$ cat config.mk
export PLATFORM = sky130hd
export DESIGN_NAME = mul_share_ctrl
export DESIGN_NICKNAME = d
export VERILOG_FILES = /design/src/rtl/alu_mul_pkg.sv /design/src/rtl/mul_share_ctrl_rr_arb2.sv /design/src/rtl/mul_share_ctrl.sv
export SDC_FILE = /design/constraint.sdc
export NUM_CORES = 1
export LEC_CHECK = 0
export ABC_CLOCK_PERIOD_IN_PS = 11100
export CORE_AREA = 2 2 138 140
export DETAILED_ROUTE_END_ITERATION = 6
export DIE_AREA = 0 0 140 142
export PLACE_DENSITY_LB_ADDON = 0.15
export SLEW_MARGIN = 20
export SYNTH_ARGS = -nofsm -noshare
export SYNTH_HDL_FRONTEND = slang
export SYNTH_SLANG_ARGS = --single-unit
$ cat constraint.sdc
create_clock -name clk -period 11.1 [get_ports clk]
set_input_delay 3.33 -clock clk [delete_from_list [all_inputs] [get_ports clk]]
set_output_delay 3.33 -clock clk [all_outputs]
set_load 0.02 [all_outputs]
$ cat src/rtl/alu_mul_pkg.sv
// -----------------------------------------------------------------------------
// alu_mul_pkg
// Shared definitions for the multiplier-sharing scheduler in the ALU mainframe.
//   - Default operand/product widths, watchdog limit and counter width.
//   - Requester id type (two requesters -> one bit).
//   - Scheduler state encoding.
//   - Small helper to turn a requester id into its accept bit.
// -----------------------------------------------------------------------------
package alu_mul_pkg;

  localparam int MUL_WIDTH   = 32;
  localparam int MUL_PWIDTH  = 67;
  localparam int MUL_TIMEOUT = 64;
  localparam int MUL_CNTW    = 16;
  localparam int REQ_IDW     = 1;

  typedef logic [REQ_IDW-1:0] req_id_t;

  typedef enum logic [1:0] {
    ST_IDLE  = 2'd0,
    ST_ISSUE = 2'd1,
    ST_BUSY  = 2'd2,
    ST_RESP  = 2'd3
  } mul_state_e;

  // One-hot accept vector for a granted requester.
  function automatic logic [1:0] id_to_onehot(input req_id_t id);
    logic [1:0] hot;
    if (id == 1'b1) begin
      hot = 2'b10;
    end else begin
      hot = 2'b01;
    end
    return hot;
  endfunction

endpackage : alu_mul_pkg

$ cat src/rtl/mul_share_ctrl_rr_arb2.sv
// -----------------------------------------------------------------------------
// rr_arb2
// Two-way round-robin arbiter. The grant is combinational from the request
// vector and the priority pointer; the pointer only moves when the grant is
// actually consumed (take_i), and then points away from the winner so the
// other side is preferred on the next contested cycle.
//
// Ports:
//   clk          clock, rising edge
//   rst          asynchronous active-high reset (pointer -> requester 0)
//   req_i[1:0]   request vector
//   take_i       the owner consumes the current grant this cycle
//   gnt_valid_o  at least one request is present
//   gnt_id_o     winning requester
// -----------------------------------------------------------------------------
module rr_arb2
  import alu_mul_pkg::*;
(
  input  logic       clk,
  input  logic       rst,
  input  logic [1:0] req_i,
  input  logic       take_i,
  output logic       gnt_valid_o,
  output req_id_t    gnt_id_o
);

  req_id_t ptr_q;
  req_id_t ptr_d;

  // Grant selection: a lone requester always wins, a tie goes to the pointer.
  always_comb begin
    gnt_valid_o = 1'b0;
    gnt_id_o    = 1'b0;
    case (req_i)
      2'b01: begin
        gnt_valid_o = 1'b1;
        gnt_id_o    = 1'b0;
      end
      2'b10: begin
        gnt_valid_o = 1'b1;
        gnt_id_o    = 1'b1;
      end
      2'b11: begin
        gnt_valid_o = 1'b1;
        gnt_id_o    = ptr_q;
      end
      default: begin
        gnt_valid_o = 1'b0;
        gnt_id_o    = 1'b0;
      end
    endcase
  end

  // Pointer next state: after a consumed grant prefer the loser.
  always_comb begin
    ptr_d = ptr_q;
    if (take_i && gnt_valid_o) begin
      ptr_d = ~gnt_id_o;
    end else begin
      ptr_d = ptr_q;
    end
  end

  // Pointer register.
  always_ff @(posedge clk or posedge rst) begin
    if (rst) begin
      ptr_q <= 1'b0;
    end else begin
      ptr_q <= ptr_d;
    end
  end

endmodule : rr_arb2

$ cat src/rtl/mul_share_ctrl.sv
// -----------------------------------------------------------------------------
// mul_share_ctrl
// Scheduler that shares one multi-cycle signed 32x32 multiplier between two
// requesters. It arbitrates round-robin, captures the winner's operands,
// drives the multiplier start/done handshake, skips the multiplier entirely
// when an operand is zero, aborts an operation that overstays the watchdog,
// and returns exactly one tagged result per operation on a valid/ready port.
//
// Ports:
//   clk, rst                 clock (rising edge), async active-high reset
//   req[1:0]                 request per requester; operands held until accept
//   x0/y0, x1/y1             signed operands of requester 0 / 1
//   accept[1:0]              one-cycle pulse: operands of requester i captured
//   rsp_valid/rsp_ready      response handshake
//   rsp_id                   requester that owns the response
//   rsp_product              PWIDTH-bit product (0 on zero-skip or timeout)
//   rsp_timeout              response is an aborted operation
//   mul_x/mul_y              operands to the multiplier (captured operands)
//   mul_start                level start to the multiplier (ISSUE and BUSY)
//   mul_done/mul_product     multiplier completion and result
//   busy                     scheduler not idle
//   ops_done                 completed responses (wrapping)
// -----------------------------------------------------------------------------
module mul_share_ctrl
  import alu_mul_pkg::*;
#(
  parameter int WIDTH   = MUL_WIDTH,
  parameter int PWIDTH  = MUL_PWIDTH,
  parameter int TIMEOUT = MUL_TIMEOUT,
  parameter int CNTW    = MUL_CNTW
) (
  input  logic              clk,
  input  logic              rst,
  input  logic [1:0]        req,
  input  logic [WIDTH-1:0]  x0,
  input  logic [WIDTH-1:0]  y0,
  input  logic [WIDTH-1:0]  x1,
  input  logic [WIDTH-1:0]  y1,
  output logic [1:0]        accept,
  output logic              rsp_valid,
  output logic              rsp_id,
  output logic [PWIDTH-1:0] rsp_product,
  output logic              rsp_timeout,
  input  logic              rsp_ready,
  output logic [WIDTH-1:0]  mul_x,
  output logic [WIDTH-1:0]  mul_y,
  output logic              mul_start,
  input  logic              mul_done,
  input  logic [PWIDTH-1:0] mul_product,
  output logic              busy,
  output logic [CNTW-1:0]   ops_done
);

  // Watchdog counts BUSY cycles 0 .. TIMEOUT-1.
  localparam int              TW      = (TIMEOUT > 1) ? $clog2(TIMEOUT) : 1;
  localparam logic [TW-1:0]   T_LAST  = TW'(TIMEOUT - 1);
  localparam logic [TW-1:0]   T_ONE   = {{(TW-1){1'b0}}, 1'b1};
  localparam logic [TW-1:0]   T_ZERO  = {TW{1'b0}};
  localparam logic [CNTW-1:0] C_ONE   = {{(CNTW-1){1'b0}}, 1'b1};
  localparam logic [WIDTH-1:0] W_ZERO = {WIDTH{1'b0}};
  localparam logic [PWIDTH-1:0] P_ZERO = {PWIDTH{1'b0}};

  mul_state_e        state_q, state_d;
  logic [TW-1:0]     timer_q, timer_d;
  logic [WIDTH-1:0]  op_x_q, op_x_d;
  logic [WIDTH-1:0]  op_y_q, op_y_d;
  logic [1:0]        accept_q, accept_d;
  logic              rsp_valid_q, rsp_valid_d;
  req_id_t           rsp_id_q, rsp_id_d;
  logic [PWIDTH-1:0] rsp_product_q, rsp_product_d;
  logic              rsp_timeout_q, rsp_timeout_d;
  logic              mul_start_q, mul_start_d;
  logic              busy_q, busy_d;
  logic [CNTW-1:0]   ops_q, ops_d;

  logic              arb_take_s;
  logic              arb_valid_s;
  req_id_t           arb_id_s;
  logic [WIDTH-1:0]  sel_x_s;
  logic [WIDTH-1:0]  sel_y_s;
  logic              sel_zero_s;

  rr_arb2 u_arb (
    .clk         (clk),
    .rst         (rst),
    .req_i       (req),
    .take_i      (arb_take_s),
    .gnt_valid_o (arb_valid_s),
    .gnt_id_o    (arb_id_s)
  );

  // Operands of the current arbitration winner and the zero-skip test.
  always_comb begin
    if (arb_id_s == 1'b1) begin
      sel_x_s = x1;
      sel_y_s = y1;
    end else begin
      sel_x_s = x0;
      sel_y_s = y0;
    end
    sel_zero_s = (sel_x_s == W_ZERO) || (sel_y_s == W_ZERO);
  end

  // Scheduler next state, watchdog, response register and output decode.
  always_comb begin
    state_d       = state_q;
    timer_d       = timer_q;
    op_x_d        = op_x_q;
    op_y_d        = op_y_q;
    accept_d      = 2'b00;
    rsp_id_d      = rsp_id_q;
    rsp_product_d = rsp_product_q;
    rsp_timeout_d = rsp_timeout_q;
    ops_d         = ops_q;
    arb_take_s    = 1'b0;

    case (state_q)
      ST_IDLE: begin
        if (arb_valid_s) begin
          arb_take_s    = 1'b1;
          op_x_d        = sel_x_s;
          op_y_d        = sel_y_s;
          accept_d      = id_to_onehot(arb_id_s);
          rsp_id_d      = arb_id_s;
          // Zero-skip result is preloaded; the ISSUE path overwrites it.
          rsp_product_d = P_ZERO;
          rsp_timeout_d = 1'b0;
          if (sel_zero_s) begin
            state_d = ST_RESP;
          end else begin
            state_d = ST_ISSUE;
          end
        end else begin
          state_d = ST_IDLE;
        end
      end

      ST_ISSUE: begin
        timer_d = T_ZERO;
        state_d = ST_BUSY;
      end

      ST_BUSY: begin
        // Completion is checked first so done beats a simultaneous timeout.
        if (mul_done) begin
          rsp_product_d = mul_product;
          rsp_timeout_d = 1'b0;
          state_d       = ST_RESP;
        end else if (timer_q == T_LAST) begin
          rsp_product_d = P_ZERO;
          rsp_timeout_d = 1'b1;
          state_d       = ST_RESP;
        end else begin
          timer_d = timer_q + T_ONE;
          state_d = ST_BUSY;
        end
      end

      ST_RESP: begin
        // rsp_valid is high throughout RESP, so rsp_ready alone completes it.
        if (rsp_ready) begin
          ops_d   = ops_q + C_ONE;
          state_d = ST_IDLE;
        end else begin
          state_d = ST_RESP;
        end
      end

      default: begin
        state_d = ST_IDLE;
      end
    endcase

    // Outputs are registered copies of the decode of the next state.
    mul_start_d = (state_d == ST_ISSUE) || (state_d == ST_BUSY);
    busy_d      = (state_d != ST_IDLE);
    rsp_valid_d = (state_d == ST_RESP);
  end

  // State and datapath registers.
  always_ff @(posedge clk or posedge rst) begin
    if (rst) begin
      state_q       <= ST_IDLE;
      timer_q       <= T_ZERO;
      op_x_q        <= W_ZERO;
      op_y_q        <= W_ZERO;
      accept_q      <= 2'b00;
      rsp_valid_q   <= 1'b0;
      rsp_id_q      <= 1'b0;
      rsp_product_q <= P_ZERO;
      rsp_timeout_q <= 1'b0;
      mul_start_q   <= 1'b0;
      busy_q        <= 1'b0;
      ops_q         <= {CNTW{1'b0}};
    end else begin
      state_q       <= state_d;
      timer_q       <= timer_d;
      op_x_q        <= op_x_d;
      op_y_q        <= op_y_d;
      accept_q      <= accept_d;
      rsp_valid_q   <= rsp_valid_d;
      rsp_id_q      <= rsp_id_d;
      rsp_product_q <= rsp_product_d;
      rsp_timeout_q <= rsp_timeout_d;
      mul_start_q   <= mul_start_d;
      busy_q        <= busy_d;
      ops_q         <= ops_d;
    end
  end

  assign accept      = accept_q;
  assign rsp_valid   = rsp_valid_q;
  assign rsp_id      = rsp_id_q;
  assign rsp_product = rsp_product_q;
  assign rsp_timeout = rsp_timeout_q;
  assign mul_x       = op_x_q;
  assign mul_y       = op_y_q;
  assign mul_start   = mul_start_q;
  assign busy        = busy_q;
  assign ops_done    = ops_q;

endmodule : mul_share_ctrl

==> flow_summary.toml <==
[timing]
timing.final.setup_violations = 0
finalWorstPathRequiredPeriod_ns = 5.450
rsz_0062_raised_after_global_routing = "no"
setup_slack_of_the_critical_path_after_layout_ns = 5.650
drv_slew = 0
max_slew_margin = 0.3398
max_freq_mhz = 183.5
tns_ns = 0
tightest_slew_ns = 0.9903
finalCritPeriodShare = 0.4910
final_hold_viol_count = 0
final.setup_skew_ns = 0.01174

[die]
die-height_microns = 142
floorplan.die.width_microns = 140
core_area_sq_um = 18460
initial_utilization = 0.3812
row_count = 50
design.die.area_sq_um = 19880
io_pins = 355

[clocking]
cts.sinks = 163
tritoncts.num_buffers = 17
cts_hold_buf = 0
clkTransAtPathRegs_ns = 0.07
cts_resized = 0
cts_setup_buffers = 0
clock_tree_from_tritoncts = "done"
insertion_delay_ns = 0.42
cts_htree_levels = 4
cts.root.buffer_cell = "clkbuf_16"
clock_path_buffers = 2

[layout]
layout.nets = 1213
insertedDiodeCount = 0
fraction_of_layout_instances_using_a_drive_strength_above_1 = 0.05093
stdcell_area_sq_um = 11280
fill_cells = 1610
layout.core_utilization = 0.6113
instances_no_fill = 1255
area_delta_synth_final_pct = 60.39

[setup_path]
worst_ep_arrival_time_ns = 5.75
path_cells = "clkdlybuf4s50_1 > o21ai_0 > o31a_2 > buf_4 > o21ai_0 > ha_1"
path_delay_family = "buffers and inverters"
cp_common_cell = "o21ai_0"
crit_fanout = 70
cpPeakStageDelay_ns = 0.58
worstPathBufferInverterCount = 2
worst_path_max_delay_cell = "buf_4"
startpoint_type = "primary input"
crit_type = "primary input to register"
endpoint_kind = "register"
worstPathRequired_ns = 11.40

[detailed_routing]
route.vias.total = 6611
detail_route.vias_per_cell = 5.268
post-route-drc-count = 25
totalWireLength_microns = 23490
ant_nets = 0
number_of_drc_violations_after_detailed_routing_iteration_0 = 353
drt_pass1_iterations = 7
detail_route.wl_per_cell_microns = 18.72

[place]
post_dp_cell_area_sq_um = 10690
worst_setup_slack_post_dpl_ns = 5.224
buffer_ports.inserted = 354
place_hpwl_microns = 16990
dpl.cell_count = 1223
gp_routability_congestion = 0.8482

[grt]
grt_max_degree = 107
gr-usage-all-layers = 0.2295
grt_antenna_before_repair = 1
grt_first_pass_wirelength_microns = 35410
vias_in_the_first_global_route = 6437
globalRoute.totalOverflow = 0

[yosys]
syn-instance-count = 675
yosys_warnings = 0
synth-async-reset-ratio = 1.000
synthDominantCellAreaShare = 0.5799
seq_area_frac_synth = 0.5799
synth.net_count = 880
synth.ff_latch_count = 163
synthTopCellsByCount = "163 x dfrtp_1, 136 x nand2_1, 73 x nor2_1"
yosys.cell_types.count = 47
synth_edf_count = 0
synth.largest_area_cell = "dfrtp_1"
syn_area_sq_um = 7034
synth-main-ff-cell = "dfrtp_1"
yosys.cell_count.top_type = "dfrtp_1"
avgSynthCellArea_sq_um = 10.42
top_area_cells_in_the_synthesized_netlist = "dfrtp_1 58%, a22o_1 8.3%, nand2_1 7.3%"

[pwr]
power.density_nw_per_um2 = 265.0
power.static_leakage_uw = 0.004735
vdd_ir_drop_max_uv = 99.97

[job]
maxCapViolCount = 0

[outcome]
violations = "DRC"
status = "finished, violations left"

[hold_path]
min-delay-path-class = "register to register"
[per-stage QoR]
stage	power, uW	hold slack [ns]
after floorplan	1747	0.4956
after global placement	2409	0.4599
after detailed placement	2422	0.4648
after CTS	3022	0.4795
after global routing	3158	0.4951
final	2990	0.4700
[flip-flops by register name, indices dropped and copies added, names as in the netlist]
| name | flops |
|---|---|
| accept | 2 |
| rsp_id | 1 |
| timer_q | 6 |
| rsp_product | 67 |
| busy | 1 |
| mul_start | 1 |
| rsp_valid | 1 |
| u_arb.ptr_q | 1 |
| mul_y | 32 |
| mul_x | 32 |
| ops_done | 16 |
| rsp_timeout | 1 |
| state_q | 2 |
[path summary, 6_finish.rpt]
check	startpoint	endpoint	cells past startpoint	slack, ns
max in group asynchronous	rst	mul_x[26]	3	6.19
setup / recovery	req[0]	rsp_valid	6	5.65
hold / removal	ops_done[15]	ops_done[15]	1	0.47
min in group asynchronous	rst	rsp_product[38]	2	3.46
setup reg to reg	state_q[0]	rsp_valid	6	8.40
hold reg to reg	ops_done[15]	ops_done[15]	1	0.47
[where the power goes]
group	internal [uW]	switching, uW
registers	844	163
logic	668	730
clock network	331	253
[logic make-up after synthesis]
| group | synth area share |
|---|---|
| adders and majority gates | 0.007115 |
| buffers and inverters | 0.04287 |
| xor gates and xnor gates | 0.01992 |
| muxes | 0.001601 |
| DFF | 0.5799 |
| and+or+nand+nor | 0.1738 |
| AOI/OAI and AO/OA | 0.1749 |
[layout by cell type (no fill, tap or decap), types with 6 or more instances in the layout]
| cell type | netlist | layout |
|---|---|---|
| inv_1 | 10 | 9 |
| nor4_1 | 34 | 34 |
| dfrtp_1 | 163 | 163 |
| nand4_1 | 12 | 12 |
| a31oi_1 | 66 | 66 |
| buf_4 | 2 | 6 |
| xnor2_1 | 11 | 11 |
| clkdlybuf4s50_1 | 0 | 354 |
| nor2_1 | 73 | 73 |
| clkbuf_16 | 0 | 17 |
| a22o_1 | 67 | 67 |
| nand2_1 | 136 | 136 |
[per-layer routing]
metal	wire, microns	track usage	vias up	part of all wire
met4	572	0.08293	2	0.024
met3	2210	0.08412	43	0.094
li1	-	-	3105	-
met1	9282	0.2719	3160	0.40
met2	11410	0.3866	301	0.49
met5	13	0	-	0.00055
[layout make-up]
cell class | count | area (sq um) | share of cell area
multi-input combinational | 456 | 2691 | 0.2385
tap | 234 | 292.8 | 0.02595
inverter | 10 | 42.54 | 0.003771
clock buffer | 20 | 466.7 | 0.04137
clock inverter | 12 | 121.4 | 0.01076
sequential | 163 | 4079 | 0.3615
timing repair buffer | 360 | 3588 | 0.3181
Note: power is estimated with default switching activity, not from simulation.
==> RTL change 1: new RTL, config.mk and constraints unchanged <==
Reset style: synchronous (`rst`), changed in 2 clocked blocks. Comments in the files are not updated.
--- a/src/rtl/mul_share_ctrl_rr_arb2.sv
+++ b/src/rtl/mul_share_ctrl_rr_arb2.sv
@@ -62,7 +62,7 @@
   end
 
   // Pointer register.
-  always_ff @(posedge clk or posedge rst) begin
+  always_ff @(posedge clk) begin
     if (rst) begin
       ptr_q <= 1'b0;
     end else begin
--- a/src/rtl/mul_share_ctrl.sv
+++ b/src/rtl/mul_share_ctrl.sv
@@ -178,7 +178,7 @@
   end
 
   // State and datapath registers.
-  always_ff @(posedge clk or posedge rst) begin
+  always_ff @(posedge clk) begin
     if (rst) begin
       state_q       <= ST_IDLE;
       timer_q       <= T_ZERO;
Formal check against the unedited RTL: differs if rst is asserted again (counterexample within 4 cycles, from zero or initial values and one cycle with rst high); with rst held inactive, the same outputs for 4 cycles.
==> RTL change 1 against the original RTL <==
Maximum frequency fell by 0.65%; final area down 3.3%; sequential cell count unchanged; wire length decreased by 9.3%; die area stayed put; area after synthesis shrank 4.1%; setup slack worse by 36 ps; synthesized cell count increased by 5.9%; highest routed layer is now met4; the run still ends with design-rule violations left; core utilization shrank 2.0 points.
Power is not compared: it rests on default switching activity, and its combinational part moved more than twofold at a synthesized area within 25%.
==> RTL change 1: results (changes against the original RTL) <==
* Status: complete, but fails checks (unchanged)
- Failing checks: design-rule violations (unchanged)
* Drt via density: 5.04 (was 5.27)
- The last weighted congestion value of the routability-driven placer came to 0.814 (was 0.848).
- The worst-case reg-to-reg path depth is 5 (was 6).
* Worst reg2reg startpoint: state_q[1] (was state_q[0])
* Multiplexer area fraction after synthesis: 0.0998 (was 0.00160)
- The number of global-route vias before repair is 6155 (was 6437).
- Share of synthesized cell area in full adder, half adder and majority cells: 0.00742 (was 0.00711)
- The initial antenna violation count is 0 (was 1).
* Flip-flop count of the largest register, all copies and words added: 67 (unchanged)
- Dominant cells by area after synthesis: dfxtp_1 (48%), mux2i_1 (9.6%), nor2_1 (8.9%) (was dfrtp_1 (58%), a22o_1 (8.3%), nand2_1 (7.3%))
* Clk Tree Root Cell: clkbuf_16 (unchanged)
* Max Fanout on Critical Path: 48 (was 70)
* Cells on Worst Hold Path: 2 (was 1)
* Static leakage power: slightly above 4 nW
- The latest clock arrival within the worst-skew pair is 420 ps (about the same).
- The count of warnings emitted by yosys came to 0 (unchanged).
- FILL cells: 1663 (was 1610)
* Sequential share of the synthesized area: 0.484 (was 0.580)
- The DRC violation count after routing was 32 (was 25).
- The worst slack at placement was 5160 ps (was 5220 ps).
- Total Routing Usage GR: 0.207 (was 0.229)
* Sum of buffers and inverters on the critical path: 3 (was 2)
- The instance area after placement came to 10300 sq um (was 10700 sq um).
- Worst Clk Skew: 11.0 ps (was 11.7 ps)
- IR analysis of the VDD net gives a maximum drop of roughly 0.11 mV.
* Final Routed Wirelength: 21300 um (was 23500 um)
- The number of non-filler instances in the completed layout is 1280 (was 1255).
- Maximum number of pins on one net before global-route repair: 89 (was 107)
- Clock buffer depth: 2 (unchanged)
* H-tree lvl count: 4 (unchanged)
- The compound-cell area share of the yosys netlist came to 0.172 (was 0.175).
* Global-route wire length before repair: 32800 um (was 35400 um)
* Async set-or-reset flop fraction in the synthesized netlist: 0 (was 1.00)
- The startpoint of the most critical hold path was rsp_timeout (was ops_done[15]).
- Average size of a mapped cell: 9.43 sq um (was 10.4 sq um)
* Headroom to the max-slew limit: 0.386 (was 0.340)
- The count of distinct cell types in the synthesized netlist is 45 (was 47).
- The first-pass detailed-route iteration total was 7 (unchanged).
- The placed wire-length estimate came to 15600 um (was 17000 um).
* Post-Syn Nets: 920 (was 880)
- The critical path's top delay family was buffers and inverters (unchanged).
* Leading cell types by count after synthesis: dfxtp_1 (163), nor2_1 (160), a22oi_1 (67) (was dfrtp_1 (163), nand2_1 (136), nor2_1 (73))
- The proportion of layout cells with a drive suffix above 1 is 0.0468 (was 0.0509).
* CTS clk-pin slew, worst paths: 70 ps (about the same)
- Parity-gate share of the synthesized area counting xor and xnor cells: 0.0208 (was 0.0199)
* Hold/Removal Path Class: reg2reg (unchanged)
- The largest stage delay on the critical path was 750 ps (was 580 ps).
- Number of DRC markers in iteration 0: 301 (was 353)
- Post-Place Cells: 1249 (was 1223)
RTL change 1: changes by cell type after synthesis, moves of 7 or more:
| cell | unedited run | this run |
|---|---|---|
| dfxtp_1 | 0 | 163 |
| nand2_1 | 136 | 13 |
| xor2_1 | 5 | 12 |
| a31oi_1 | 66 | 3 |
| a22o_1 | 67 | 0 |
| xnor2_1 | 11 | 4 |
| a22oi_1 | 0 | 67 |
| mux2i_1 | 0 | 65 |
| dfrtp_1 | 163 | 0 |
| buf_2 | 19 | 28 |
| a211oi_1 | 0 | 64 |
| nor2_1 | 73 | 160 |
RTL change 1: logic make-up (layout without fill, tap and decap cells):
kind of cell	Yosys count	in the layout
compound gates	155	155
xor+xnor	16	16
fa+ha+maj	4	4
buf+inv	63	394
flops	163	163
mux	67	67
simple gates	247	247
RTL change 1: where the power goes:
part           switching [mW]  leakage (nW)  internal, mW
Combinational           0.199          2.51         0.192
Sequential             0.0267          1.33         0.632
Clock                   0.249         0.282         0.347
RTL change 1: worst reg2reg max path: stages (launching register included):
cell and delay (ps):
dfxtp_1 430, nor2_1 330, o21a_4 560, buf_4 760, nor2_1 110, a211oi_1 260
RTL change 1: path summary, 6_finish.rpt:
kind                                    end  slack (ps)
worst max-delay path              mul_y[21]        5610
worst min-delay path            rsp_timeout         480
worst max register to register     mul_y[5]        8570
worst min register to register  rsp_timeout         480
RTL change 1: cell type report:
type / instances / share of cell area
well taps: 234 / 0.0268
multi-input cells: 489 / 0.290
clock buffers: 19 / 0.0415
clock inverters: 12 / 0.0135
repair buffers: 359 / 0.328
flip-flops and latches: 163 / 0.299
inverters: 4 / 0.00138
RTL change 1: through the flow:
step / power (mW) / util
2_1_floorplan: 0.873 / -
3_3_place_gp: 1.06 / 0.559
3_5_place_dp: 1.06 / 0.559
4_1_cts: 1.66 / 0.591
5_1_grt: 1.72 / 0.591
6_report: 1.65 / 0.591
RTL change 1: routing by layer:
layer  wire [um]  vias up  part of all wire  GRT usage
met4         318        0             0.015     0.0718
met1        8550     2930              0.40      0.239
met5           0        -                 0          0
li1            -     3258                 -          -
met2       10300      249              0.48      0.355
met3        2170       18              0.10     0.0767
==> RTL change 2: new RTL, same settings <==
Made on the original files. `MUL_CNTW`: 16 -> 32.
--- a/src/rtl/alu_mul_pkg.sv
+++ b/src/rtl/alu_mul_pkg.sv
@@ -11,7 +11,7 @@
   localparam int MUL_WIDTH   = 32;
   localparam int MUL_PWIDTH  = 67;
   localparam int MUL_TIMEOUT = 64;
-  localparam int MUL_CNTW    = 16;
+  localparam int MUL_CNTW    = 32;
   localparam int REQ_IDW     = 1;
 
   typedef logic [REQ_IDW-1:0] req_id_t;
Interface: changed (resized ops_done); port bits go from 355 to 371. No check against the original RTL was run, so the function may have changed too.
==> RTL change 2 against the original RTL <==
The flow still finishes with violations (design-rule violations); non-clock buffer count grew 16; setup slack gained 54 ps; power hardly changed; clock power is 7.9% higher; final cell count is 2.2% higher; register-to-register slack better by 290 ps; combinational power is 6% lower; final area rose by 9.1%; sequential cell count increased by 16; wire length rose by 4.2%; area after synthesis is 11% higher; largest cell class unchanged; largest power group unchanged.
==> RTL change 2: results (changes against the original RTL) <==
* Status: complete, but fails checks (unchanged)
- Failing checks: design-rule violations (unchanged)
- Post-DP Area: 11700 sq um (was 10700 sq um)
- The global-route track usage on met1 came to 0.298 (was 0.272).
* Initial antenna violation count: 0 (was 1)
- The first-pass GRT wire length was 37500 um (was 35400 um).
- Worst setup timing slack at the placement stage: 5270 ps (was 5220 ps)
- Leading cell types by count after synthesis: dfrtp_1 (179), nand2_1 (85), a22o_1 (67), o21ai_0 (67), mux2i_1 (64) (was dfrtp_1 (163), nand2_1 (136), nor2_1 (73)).
* Hold Crit Start: mul_y[4] (was ops_done[15])
- The worst hold path stage count was 2 (was 1).
* Sequential share of the synthesized area: 0.573 (was 0.580)
- The setup clock skew after layout was 12.1 ps (was 11.7 ps).
- Static leakage power: 5.41 nW (was 4.73 nW)
- The slew at the pin closest to its max-slew limit was 1060 ps (was 990 ps).
* Gate count after technology mapping: 679 (was 675)
- Data arrival time at the worst-slack endpoint: 5700 ps (was 5750 ps)
- Drt via density: 5.20 (was 5.27)
* Post-Place Cells: 1250 (was 1223)
- The pin count of the biggest net entering global routing is 101 (was 107).
- Path depth of the worst reg2reg path: 4 (was 6)
* Quantity of I/O buffers inserted on ports: 370 (was 354)
* Average wire length per cell after detail routing: 19.1 um (was 18.7 um)
* Worst reg2reg startpoint: state_q[1] (was state_q[0])
* Dominant cells by area after synthesis: dfrtp_1 (57%), mux2i_1 (8.2%), a22o_1 (7.5%) (was dfrtp_1 (58%), a22o_1 (8.3%), nand2_1 (7.3%))
* Final RePlAce weighted congestion: 0.874 (was 0.848)
- The all-layer global routing usage was 0.245 (was 0.229).
- The number of global-route vias before repair came to 6826 (was 6437).
- Remaining DRCs: 12 (was 25)
- Post-Syn Nets: 884 (was 880)
* Max Fanout on Critical Path: 66 (was 70)
- Vias: 6663 (was 6611)
- End of the worst register-to-register path: mul_y[21] (was rsp_valid)
- The total length of routed met2 wires was 12300 um (was 11400 um).
- Share of post-route cells with drive strength above 1: 0.0573 (was 0.0509)
- Hold Path Sink: mul_y[4] (was ops_done[15])
- Worst ir drop on vdd: 0.159 mV (was 0.100 mV)
* Met3 track utilization from global routing: 0.0653 (was 0.0841)
- The met2 layer usage reported by global route is 0.421 (was 0.387).
* Post-synth cell types: 53 (was 47)
- R2R setup slack: 8690 ps (was 8400 ps)
- The count of routing violations after the opening detailed-route iteration was 377 (was 353).
- Hold WS: 477 ps (was 470 ps)
- The highest layer used for signal routing was met4 (was met5).
- DRT met1 WL: 9850 um (was 9280 um)
- The final net count came to 1240 (was 1213).
- The detailed-routed wire length on met3 came to 1550 um (was 2210 um).
## RTL change 2: cell count changes after synthesis, moves of 9 or more
| cell | unedited run | this run |
|---|---|---|
| xnor2_1 | 11 | 23 |
| mux2i_1 | 0 | 64 |
| nor2_1 | 73 | 16 |
| o21ai_0 | 4 | 67 |
| a31oi_1 | 66 | 2 |
| nand2_1 | 136 | 85 |
| dfrtp_1 | 163 | 179 |
| nand3_1 | 3 | 12 |
## RTL change 2: critical path: stages
cell	delay (ps)
clkdlybuf4s50_1	560
inv_1	100
o21ai_4	130
buf_4	810
and2_1	250
nand2_1	70
and3_1	190
ha_1	260
## RTL change 2: worst max-delay path by stage
| stage | endpoint | slack, ps |
|---|---|---|
| 6_report | mul_start | 5700 |
| 5_1_grt | mul_start | 5570 |
| 4_1_cts | mul_start | 5720 |
| 3_5_place_dp | mul_start | 5270 |
| 3_3_place_gp | mul_start | 5290 |
| 2_1_floorplan | accept[0] | 2910 |
## RTL change 2: report_power, final
part	internal, mW	switching [mW]	total, mW	leakage, nW
sequential	0.887	0.158	1.04	2.29
combinational	0.622	0.693	1.31	2.83
clock	0.370	0.260	0.630	0.301
## RTL change 2: layout make-up
type | instances | area, sq um
clock buffer | 19 | 453
clock inverter | 13 | 168
fill | 1429 | 6140
inverter | 9 | 38.8
multi-input combinational | 452 | 3130
sequential | 179 | 4480
tap | 234 | 293
timing repair buffer | 376 | 3750
## RTL change 2: kinds of logic after synthesis
logic type | synth area share
AOI/OAI and AO/OA | 0.139
xor gates and xnor gates | 0.0368
adders and majority gates | 0.00641
buffers and inverters | 0.0296
DFF | 0.573
muxes | 0.0835
and+or+nand+nor | 0.132
